## src/rtl/legv8_imm_pkg.sv

```systemverilog
// Shared types and opcode match constants for the LEGv8 immediate stage.
// Optional feature macro: LEGV8_IMM_BRANCH_SCALE_EN (see legv8_imm_decode).
package legv8_imm_pkg;

    typedef enum logic [2:0] {
        FMT_NONE = 3'd0,
        FMT_B    = 3'd1,
        FMT_CB   = 3'd2,
        FMT_D    = 3'd3,
        FMT_I    = 3'd4,
        FMT_IW   = 3'd5,
        FMT_RSH  = 3'd6
    } fmt_e;

    typedef enum logic [1:0] {
        ST_EMPTY = 2'd0,
        ST_ONE   = 2'd1,
        ST_TWO   = 2'd2
    } state_e;

    localparam logic [5:0]  OP_B     = 6'b000101;
    localparam logic [5:0]  OP_BL    = 6'b100101;
    localparam logic [7:0]  OP_CBZ   = 8'b10110100;
    localparam logic [7:0]  OP_CBNZ  = 8'b10110101;
    localparam logic [7:0]  OP_BCOND = 8'b01010100;
    localparam logic [10:0] OP_LDUR  = 11'b11111000010;
    localparam logic [10:0] OP_STUR  = 11'b11111000000;
    localparam logic [6:0]  OP_ADDI  = 7'b1000100;
    localparam logic [8:0]  OP_MOVZ  = 9'b110100101;
    localparam logic [8:0]  OP_MOVK  = 9'b111100101;
    localparam logic [10:0] OP_LSL   = 11'b11010011011;
    localparam logic [10:0] OP_LSR   = 11'b11010011010;

endpackage

```

## src/rtl/legv8_imm_decode.sv

```systemverilog
// Combinational LEGv8 format classifier and immediate extender.
// LEGV8_IMM_BRANCH_SCALE_EN turns B/CB word offsets into byte offsets.
module legv8_imm_decode
    import legv8_imm_pkg::*;
#(
    parameter int XLEN = 64
) (
    input  logic [31:0]     instr,
    output logic [XLEN-1:0] imm,
    output logic [2:0]      fmt
);

    logic is_b, is_cb, is_d, is_i, is_iw, is_rsh;

    assign is_b   = (instr[31:26] == OP_B)
                 || (instr[31:26] == OP_BL);
    assign is_cb  = (instr[31:24] == OP_CBZ)
                 || (instr[31:24] == OP_CBNZ)
                 || (instr[31:24] == OP_BCOND);
    assign is_d   = (instr[31:21] == OP_LDUR)
                 || (instr[31:21] == OP_STUR);
    assign is_i   = instr[31]
                 && (instr[28:22] == OP_ADDI);
    assign is_iw  = (instr[31:23] == OP_MOVZ)
                 || (instr[31:23] == OP_MOVK);
    assign is_rsh = (instr[31:21] == OP_LSL)
                 || (instr[31:21] == OP_LSR);

    logic [XLEN-1:0] b_imm, cb_imm, d_imm;
    logic [XLEN-1:0] i_imm, iw_imm, rsh_imm;
    logic [63:0]     iw_wide;

`ifdef LEGV8_IMM_BRANCH_SCALE_EN
    assign b_imm  = {{(XLEN-28){instr[25]}},
                     instr[25:0], 2'b00};
    assign cb_imm = {{(XLEN-21){instr[23]}},
                     instr[23:5], 2'b00};
`else
    assign b_imm  = {{(XLEN-26){instr[25]}},
                     instr[25:0]};
    assign cb_imm = {{(XLEN-19){instr[23]}},
                     instr[23:5]};
`endif

    assign d_imm   = {{(XLEN-9){instr[20]}},
                      instr[20:12]};
    assign i_imm   = {{(XLEN-12){1'b0}},
                      instr[21:10]};
    assign rsh_imm = {{(XLEN-6){1'b0}},
                      instr[15:10]};

    // Shift in 64 bits, then keep the low XLEN bits.
    assign iw_wide = {48'd0, instr[20:5]}
                  << {instr[22:21], 4'd0};
    assign iw_imm  = iw_wide[XLEN-1:0];

    always_comb begin
        imm = '0;
        fmt = FMT_NONE;
        unique case (1'b1)
            is_b: begin
                imm = b_imm;
                fmt = FMT_B;
            end
            is_cb: begin
                imm = cb_imm;
                fmt = FMT_CB;
            end
            is_d: begin
                imm = d_imm;
                fmt = FMT_D;
            end
            is_i: begin
                imm = i_imm;
                fmt = FMT_I;
            end
            is_iw: begin
                imm = iw_imm;
                fmt = FMT_IW;
            end
            is_rsh: begin
                imm = rsh_imm;
                fmt = FMT_RSH;
            end
            default: begin
                imm = '0;
                fmt = FMT_NONE;
            end
        endcase
    end

endmodule

```

## src/rtl/legv8_imm_stage.sv

```systemverilog
// Registered immediate-generation stage with a two-entry skid buffer.
// Optional feature macro: LEGV8_IMM_BRANCH_SCALE_EN (in legv8_imm_decode).
module legv8_imm_stage
    import legv8_imm_pkg::*;
#(
    parameter int XLEN  = 64,
    parameter int TAG_W = 64
) (
    input  logic             clk,
    input  logic             reset,
    input  logic             flush,
    input  logic             in_valid,
    output logic             in_ready,
    input  logic [31:0]      in_instr,
    input  logic [TAG_W-1:0] in_tag,
    output logic             out_valid,
    input  logic             out_ready,
    output logic [XLEN-1:0]  out_imm,
    output logic [2:0]       out_fmt,
    output logic [TAG_W-1:0] out_tag
);

    logic [XLEN-1:0]  dec_imm;
    logic [2:0]       dec_fmt;

    legv8_imm_decode #(
        .XLEN (XLEN)
    ) u_decode (
        .instr (in_instr),
        .imm   (dec_imm),
        .fmt   (dec_fmt)
    );

    state_e state, state_nxt;

    logic accept, drain;
    logic load_main, load_skid, skid_to_main;

    assign accept = in_valid && (state != ST_TWO);
    assign drain  = out_ready && (state != ST_EMPTY);

    always_ff @(posedge clk) begin
        if (reset) begin
            state <= ST_EMPTY;
        end else begin
            state <= state_nxt;
        end
    end

    always_comb begin
        state_nxt = state;
        if (flush) begin
            state_nxt = ST_EMPTY;
        end else begin
            unique case (state)
                ST_EMPTY: begin
                    if (accept) state_nxt = ST_ONE;
                end
                ST_ONE: begin
                    if (accept && !drain)
                        state_nxt = ST_TWO;
                    else if (!accept && drain)
                        state_nxt = ST_EMPTY;
                end
                ST_TWO: begin
                    if (drain) state_nxt = ST_ONE;
                end
                default: state_nxt = ST_EMPTY;
            endcase
        end
    end

    always_comb begin
        load_main    = 1'b0;
        load_skid    = 1'b0;
        skid_to_main = 1'b0;
        if (!flush) begin
            unique case (state)
                ST_EMPTY: load_main = accept;
                ST_ONE: begin
                    load_main = accept && drain;
                    load_skid = accept && !drain;
                end
                ST_TWO: skid_to_main = drain;
                default: ;
            endcase
        end
    end

    assign in_ready  = (state != ST_TWO);
    assign out_valid = (state != ST_EMPTY);

    logic [XLEN-1:0]  main_imm, skid_imm;
    logic [2:0]       main_fmt, skid_fmt;
    logic [TAG_W-1:0] main_tag, skid_tag;

    // Payload only moves on a load; otherwise it holds.
    always_ff @(posedge clk) begin
        if (reset) begin
            main_imm <= '0;
            main_fmt <= FMT_NONE;
            main_tag <= '0;
            skid_imm <= '0;
            skid_fmt <= FMT_NONE;
            skid_tag <= '0;
        end else begin
            if (load_main) begin
                main_imm <= dec_imm;
                main_fmt <= dec_fmt;
                main_tag <= in_tag;
            end else if (skid_to_main) begin
                main_imm <= skid_imm;
                main_fmt <= skid_fmt;
                main_tag <= skid_tag;
            end
            if (load_skid) begin
                skid_imm <= dec_imm;
                skid_fmt <= dec_fmt;
                skid_tag <= in_tag;
            end
        end
    end

    assign out_imm = main_imm;
    assign out_fmt = main_fmt;
    assign out_tag = main_tag;

endmodule
```

## config.mk

```make
export PLATFORM = sky130hd
export DESIGN_NAME = legv8_imm_stage
export DESIGN_NICKNAME = d
export VERILOG_FILES = /design/src/rtl/legv8_imm_pkg.sv /design/src/rtl/legv8_imm_decode.sv /design/src/rtl/legv8_imm_stage.sv
export SDC_FILE = /design/constraint.sdc
export NUM_CORES = 1
export LEC_CHECK = 0
export BUFFER_PORTS_ARGS = -buffer_cell sky130_fd_sc_hd__buf_2
export CAP_MARGIN = 20
export CORE_MARGIN = 3
export CORE_UTILIZATION = 45
export CTS_CLUSTER_DIAMETER = 150
export DETAILED_ROUTE_END_ITERATION = 16
export PLACE_DENSITY_LB_ADDON = 0.12
export SYNTH_ARGS = -nofsm -noshare
export SYNTH_HDL_FRONTEND = slang
export SYNTH_SLANG_ARGS = --single-unit
export TNS_END_PERCENT = 30
```

## constraint.sdc

```tcl
create_clock -name clk -period 3.63 [get_ports clk]
set_clock_uncertainty 0.15 [all_clocks]
set_input_delay 0.726 -clock clk [delete_from_list [all_inputs] [get_ports clk]]
set_output_delay 0.726 -clock clk [all_outputs]
set_load 0.05 [all_outputs]
```

; ---- After elaboration in Yosys (flattened, before gate mapping)
; Cells that the tools add are included.
[op_classes]
eq_ne = 18
muxes = 19
shifts = 1
reduce_logical = 19
[op_table]
columns = operator, count
row1 = 64-bit one-hot mux with 6 select lines, 1
row2 = 64-bit 2-to-1 mux, 4
row3 = 16-bit by 6-bit << shifter with 64-bit output, 1
row4 = "11-bit equality test, second input constant", 4
row5 = "9-bit equality test, second input constant", 2
row6 = 3-bit one-hot mux with 6 select lines, 1
row7 = "8-bit equality test, second input constant", 2
row8 = "8-bit by 7-bit equality test with 1-bit output, second input constant", 1
row9 = 2-bit 2-to-1 mux, 4
row10 = "7-bit equality test, second input constant", 1
row11 = "6-bit by 3-bit equality test with 1-bit output, second input constant", 1
row12 = "6-bit equality test, second input constant", 1
row13 = 1-bit logical AND, 6
row14 = 1-bit logical OR, 6
row15 = 3-bit 2-to-1 mux, 2
row16 = "2-bit inequality test, second input constant", 3
row17 = 2-bit one-hot mux with 3 select lines, 1
row18 = 1-bit 2-to-1 mux, 5
row19 = 2-bit nonzero test, 2
row20 = "3-bit inequality test, second input constant", 1
row21 = 3-bit AND reduction, 1
row22 = "2-bit by 1-bit equality test with 1-bit output, second input constant", 1
row23 = "2-bit equality test, second input constant", 1
row24 = 1-bit logical NOT, 2
row25 = other kinds (3), 3
[word_totals]
regBits = 264
in_bits = 101

; ---- Logic depth before layout (Yosys ltp)
[depth]
ltp_word = 7
ltp_mapped = 7

; ---- Hierarchy
; From an unflattened synthesis, not the netlist that was laid out.
[unflattened]
hier_cells = 1493
hier_area_um2 = 11923.9
[by_module_without_submodules]
columns = module, instances, cells_per_inst, area_per_inst_um2
row1 = legv8_imm_stage, 1, 1359, 10919.2
row2 = legv8_imm_decode, 1, 134, 1004.7

; ---- Worst setup path after synthesis
; OpenSTA, ideal clock, no wires.
[synth_path]
kind = input-to-reg
start = input in_instr[30]
end = register main_imm[44], in the netlist out_imm[44]
required_time_ps = 3393
arrival_ps = 2383
slack_ps = 1010
n_path_buf = 3
setup_ps = 87
path_stages = 7
path_cell_list = buf_4 -> or4b_4 -> a211oi_4 -> a2111oi_1 -> buf_2 -> buf_6 -> a221oi_2
[synth_between]
elab_chain_cells = 5
word_cells_on_any_way = 19
classes_between = eq/ne: 11 / mux: 2 / reduce/logical: 6
[synth_lines]
columns = element, line
row1 = from (decl), legv8_imm_stage.sv:14  ; input logic [31:0] in_instr,
row2 = "8-bit equality test, on equally long branches", "legv8_imm_decode.sv:17, legv8_imm_decode.sv:18"
row3 = 1-bit logical OR, legv8_imm_decode.sv:18  ; || (instr[31:24] == OP_CBNZ)
row4 = 1-bit logical OR, legv8_imm_decode.sv:19  ; || (instr[31:24] == OP_BCOND);
row5 = 64-bit one-hot mux with 6 select lines (*), legv8_imm_decode.sv:60  ; unique case (1'b1)
row6 = 64-bit 2-to-1 mux (*), legv8_imm_stage.sv:107  ; if (load_main) begin
row7 = to (signal assigned), legv8_imm_stage.sv:108  ; main_imm <= dec_imm;
row8 = to (signal assigned), legv8_imm_stage.sv:112  ; main_imm <= skid_imm;
row9 = to (decl), legv8_imm_stage.sv:93  ; logic [XLEN-1:0] main_imm, skid_imm;
; Mark *: on every way between the ends. The rest lies on a longest branch, timed or not.
; A chain may end at the register's enable or synchronous reset.

; ---- Final worst setup path
[layout_path]
start = register state[1]
end = register skid_imm[51]
[layout_between]
elab_chain_cells = 6
word_cells_on_any_way = 9
classes_between = eq/ne: 2 / mux: 2 / reduce/logical: 5
[layout_lines]
columns = element, line
row1 = from (decl), legv8_imm_stage.sv:34  ; state_e state, state_nxt;
row2 = from (signal assigned), legv8_imm_stage.sv:46  ; state <= state_nxt;
row3 = 2-bit nonzero test, legv8_imm_stage.sv:40  ; assign drain = out_ready && (state != ST_EMPTY);
row4 = 1-bit logical AND, legv8_imm_stage.sv:40
row5 = 1-bit logical NOT, legv8_imm_stage.sv:82  ; load_skid = accept && !drain;
row6 = 1-bit logical AND, legv8_imm_stage.sv:82
row7 = 1-bit 2-to-1 mux (*), legv8_imm_stage.sv:78  ; unique case (state)
row8 = 1-bit 2-to-1 mux (*), legv8_imm_stage.sv:77  ; if (!flush) begin
row9 = to (signal assigned), legv8_imm_stage.sv:117  ; skid_imm <= dec_imm;
row10 = to (decl), legv8_imm_stage.sv:93
; Marks and branches as above.

==> impl_metrics.yaml <==
worst_setup_path:
  endpoint: "skid_imm[51]$_SDFFE_PP0P_"
  crit_start: "state[1]$_SDFFE_PP0P_"
  r2r_start: "state[1]$_SDFFE_PP0P_"
  r2r_cells: 5
  cp_max_fo: 39
  r2r_setup_slack_ps: 940
  cp.arrival_ps: 2920
  end_kind: "flip-flop"
  critPathKind: "reg2reg"
  rr_endpoint: "skid_imm[51]$_SDFFE_PP0P_"
  start_kind: "flip-flop"
  crit_required_ps: 3860
cells_and_area:
  drive_gt1_share_pct: 22.9
  fill_cells: 2136
  area.growth.synth_to_final_pct: 21.7
  antenna_cells: 0
  nets: 1477
die:
  die_w_um: 160
  initial_core_util_pct: 46.5
  coreArea_um2: 22900
  rows: 55
  die_h_um: 160
  die_area_um2: 25500
  io_pins: 234
yosys:
  ys.flop_type: "dfxtp_1"
  ys_ff_latch: 264
  synthesis.nets: 1300
  ys_top_cells_by_count: "264 x dfxtp_1, 241 x nand2_1, 131 x a21oi_1, 87 x clkbuf_1"
  syn-instance-count: 1199
  synth_enable_flop_cells: 0
  syn-cell-area_um2: 10700
  ys_types: 39
  async_flop_share_pct: 0
  ys_seq_area_share_pct: 49.6
  synth.most_common_cell: "dfxtp_1"
  avgSynthCellArea_um2: 8.88
  ys_warn_count: 0
  yosysTopAreaCellShare_pct: 49.6
  yosys-top-cells-area: "dfxtp_1 50%, nand2_1 8.5%, a21oi_1 6.2%"
  yosysTopAreaCell: "dfxtp_1"
sta:
  period_share_pct: 74.2
  setup_ws_ps: 938
  hold_violations: 0
  max_freq_mhz: 371
  maxSlewViolCount: 0
  relSlewSlack_pct: 38.2
  final.min_clock_period_ps: 2690
  setup_violations: 0
  finalSetupTns_ps: 0
  hold-worst-slack_ps: 292
  worst_pin_slew_ps: 919
  rsz0062_at_grt: "false"
detailed_routing:
  wl_um: 31900
  route.detailed.drc: 0
  wl_per_cell_um: 18.7
  vias: 9703
  first_pass_iters: 5
  postRouteAntennaNets: 0
  drt-initial-drc-count: 744
  viasPerCell: 5.68
cts:
  cts.path.max_buffers: 3
  cts.sinks: 264
  clk_pin_slew_ps: 60
  cts_tree: "built"
  clk-insertion-delay-late_ps: 530
  post_cts_buffers: 0
  post_cts_resized: 0
  htree_levels: 1
  cts-root-buf: "clkbuf_16"
  cts_hold_buffers: 0
  cts_made_buffers: 28
power:
  ir_drop_mv: 0.396
  powerDensity_nw_per_um2: 513
  total_power_uw: 6650
  p_leak_uw: 0.00460
  combPwrFrac_pct: 12.2
  p_int_uw: 4870
  pwr-share-clk_pct: 41.8
  p_switching_uw: 1780
  p_sw_share_pct: 26.8
  pwr-share-seq_pct: 46.0
placed_design:
  pre_cts_slack_ps: 467
  io_buffer_count: 233
  hpwlAfterDp_um: 19900
  place_congestion: 0.934
grt:
  grt_overflow_total: 0
  track_usage_pct: 23.6
  grt_pass1_wl_um: 50600
  grt_max_degree: 113
  antenna_found_initial: 0
  first_global_vias: 9140
run_status:
  outcome: "completed"
hold_path:
  hold_path.class: "in2reg"
  holdCritStartpoint: "in_tag[29]"
job:
  cap_violations: 0
## metrics by stage
| step | instance area [um2] | util [%] | cells |
|---|---|---|---|
| global route | 13000 | 56.6 | 1709 |
| finish | 13000 | 56.6 | 1709 |
| detailed placement | 12100 | 52.7 | 1659 |
| CTS | 13000 | 56.6 | 1709 |
| floorplan | 10700 | - | 1199 |
| global placement | 12100 | 52.7 | 1659 |
## cells in the final DEF, fill, tap and decap left out, types with 11 or more instances in the layout
master and n:
a211oi_1 74, a21oi_1 130, a221oi_1 44, a22oi_1 74, a311oi_1 30, buf_2 232, buf_4 17, clkbuf_1 11
clkbuf_16 29, dfxtp_1 264, mux2i_1 50, nand2_1 239, nor2_1 70, nor2b_1 21, o21ai_0 15
## power groups by stage
| stage | sequential [uW] | clock (uW) | combinational [uW] |
|---|---|---|---|
| floorplan | 3390 | 0 | 268 |
| global placement | 3120 | 0 | 807 |
| detailed placement | 3120 | 0 | 811 |
| CTS | 3050 | 2840 | 813 |
| global route | 3060 | 2940 | 862 |
| finish | 3050 | 2780 | 811 |
## routing by layer
metal	GRT usage [%]	part of all wire, %
met1	32.5	45
met2	38.3	46
met3	4.28	6.4
met4	6.82	3.0
met5	0	0
## kinds of logic after synthesis
kind of cell	Yosys count	share of synthesized area [%]
compound gates	397	26.4
buf+inv	115	4.30
flops	264	49.6
mux	50	4.70
simple gates	373	15.0
## worst max-delay path, cell delays in order (launching register included)
cell       delay, ps
dfxtp_1          380
nor3b_1          610
nand2_2          380
a2111oi_2        370
buf_4            480
a211oi_1         160
## worst min path at each step
| stage | endpoint | slack, ps | cells past startpoint |
|---|---|---|---|
| 2_1_floorplan | skid_tag[0]$_SDFFE_PP0P_ | 290 | 2 |
| 3_3_place_gp | out_tag[53]$_SDFFE_PP0P_ | 290 | 2 |
| 3_5_place_dp | out_tag[34]$_SDFFE_PP0P_ | 290 | 2 |
| 4_1_cts | skid_tag[44]$_SDFFE_PP0P_ | 280 | 3 |
| 5_1_grt | skid_tag[11]$_SDFFE_PP0P_ | 280 | 3 |
| 6_report | skid_tag[29]$_SDFFE_PP0P_ | 290 | 3 |
## area by class of cell
type,count,area [um2],area share (%)
multi-input cells,820,4960,38.3
flip-flops and latches,264,5290,40.8
clock inverters,4,45.0,0.347
repair buffers,255,1400,10.8
clock buffers,46,850,6.55
well taps,313,392,3.02
inverters,7,26.3,0.203
## state kept, by name, summed over array words and instances (netlist names)
register	flops
skid_tag	64
state	2
out_fmt	3
out_imm	64
skid_fmt	3
out_tag	64
skid_imm	64
Power figures use the tool's default switching activity.
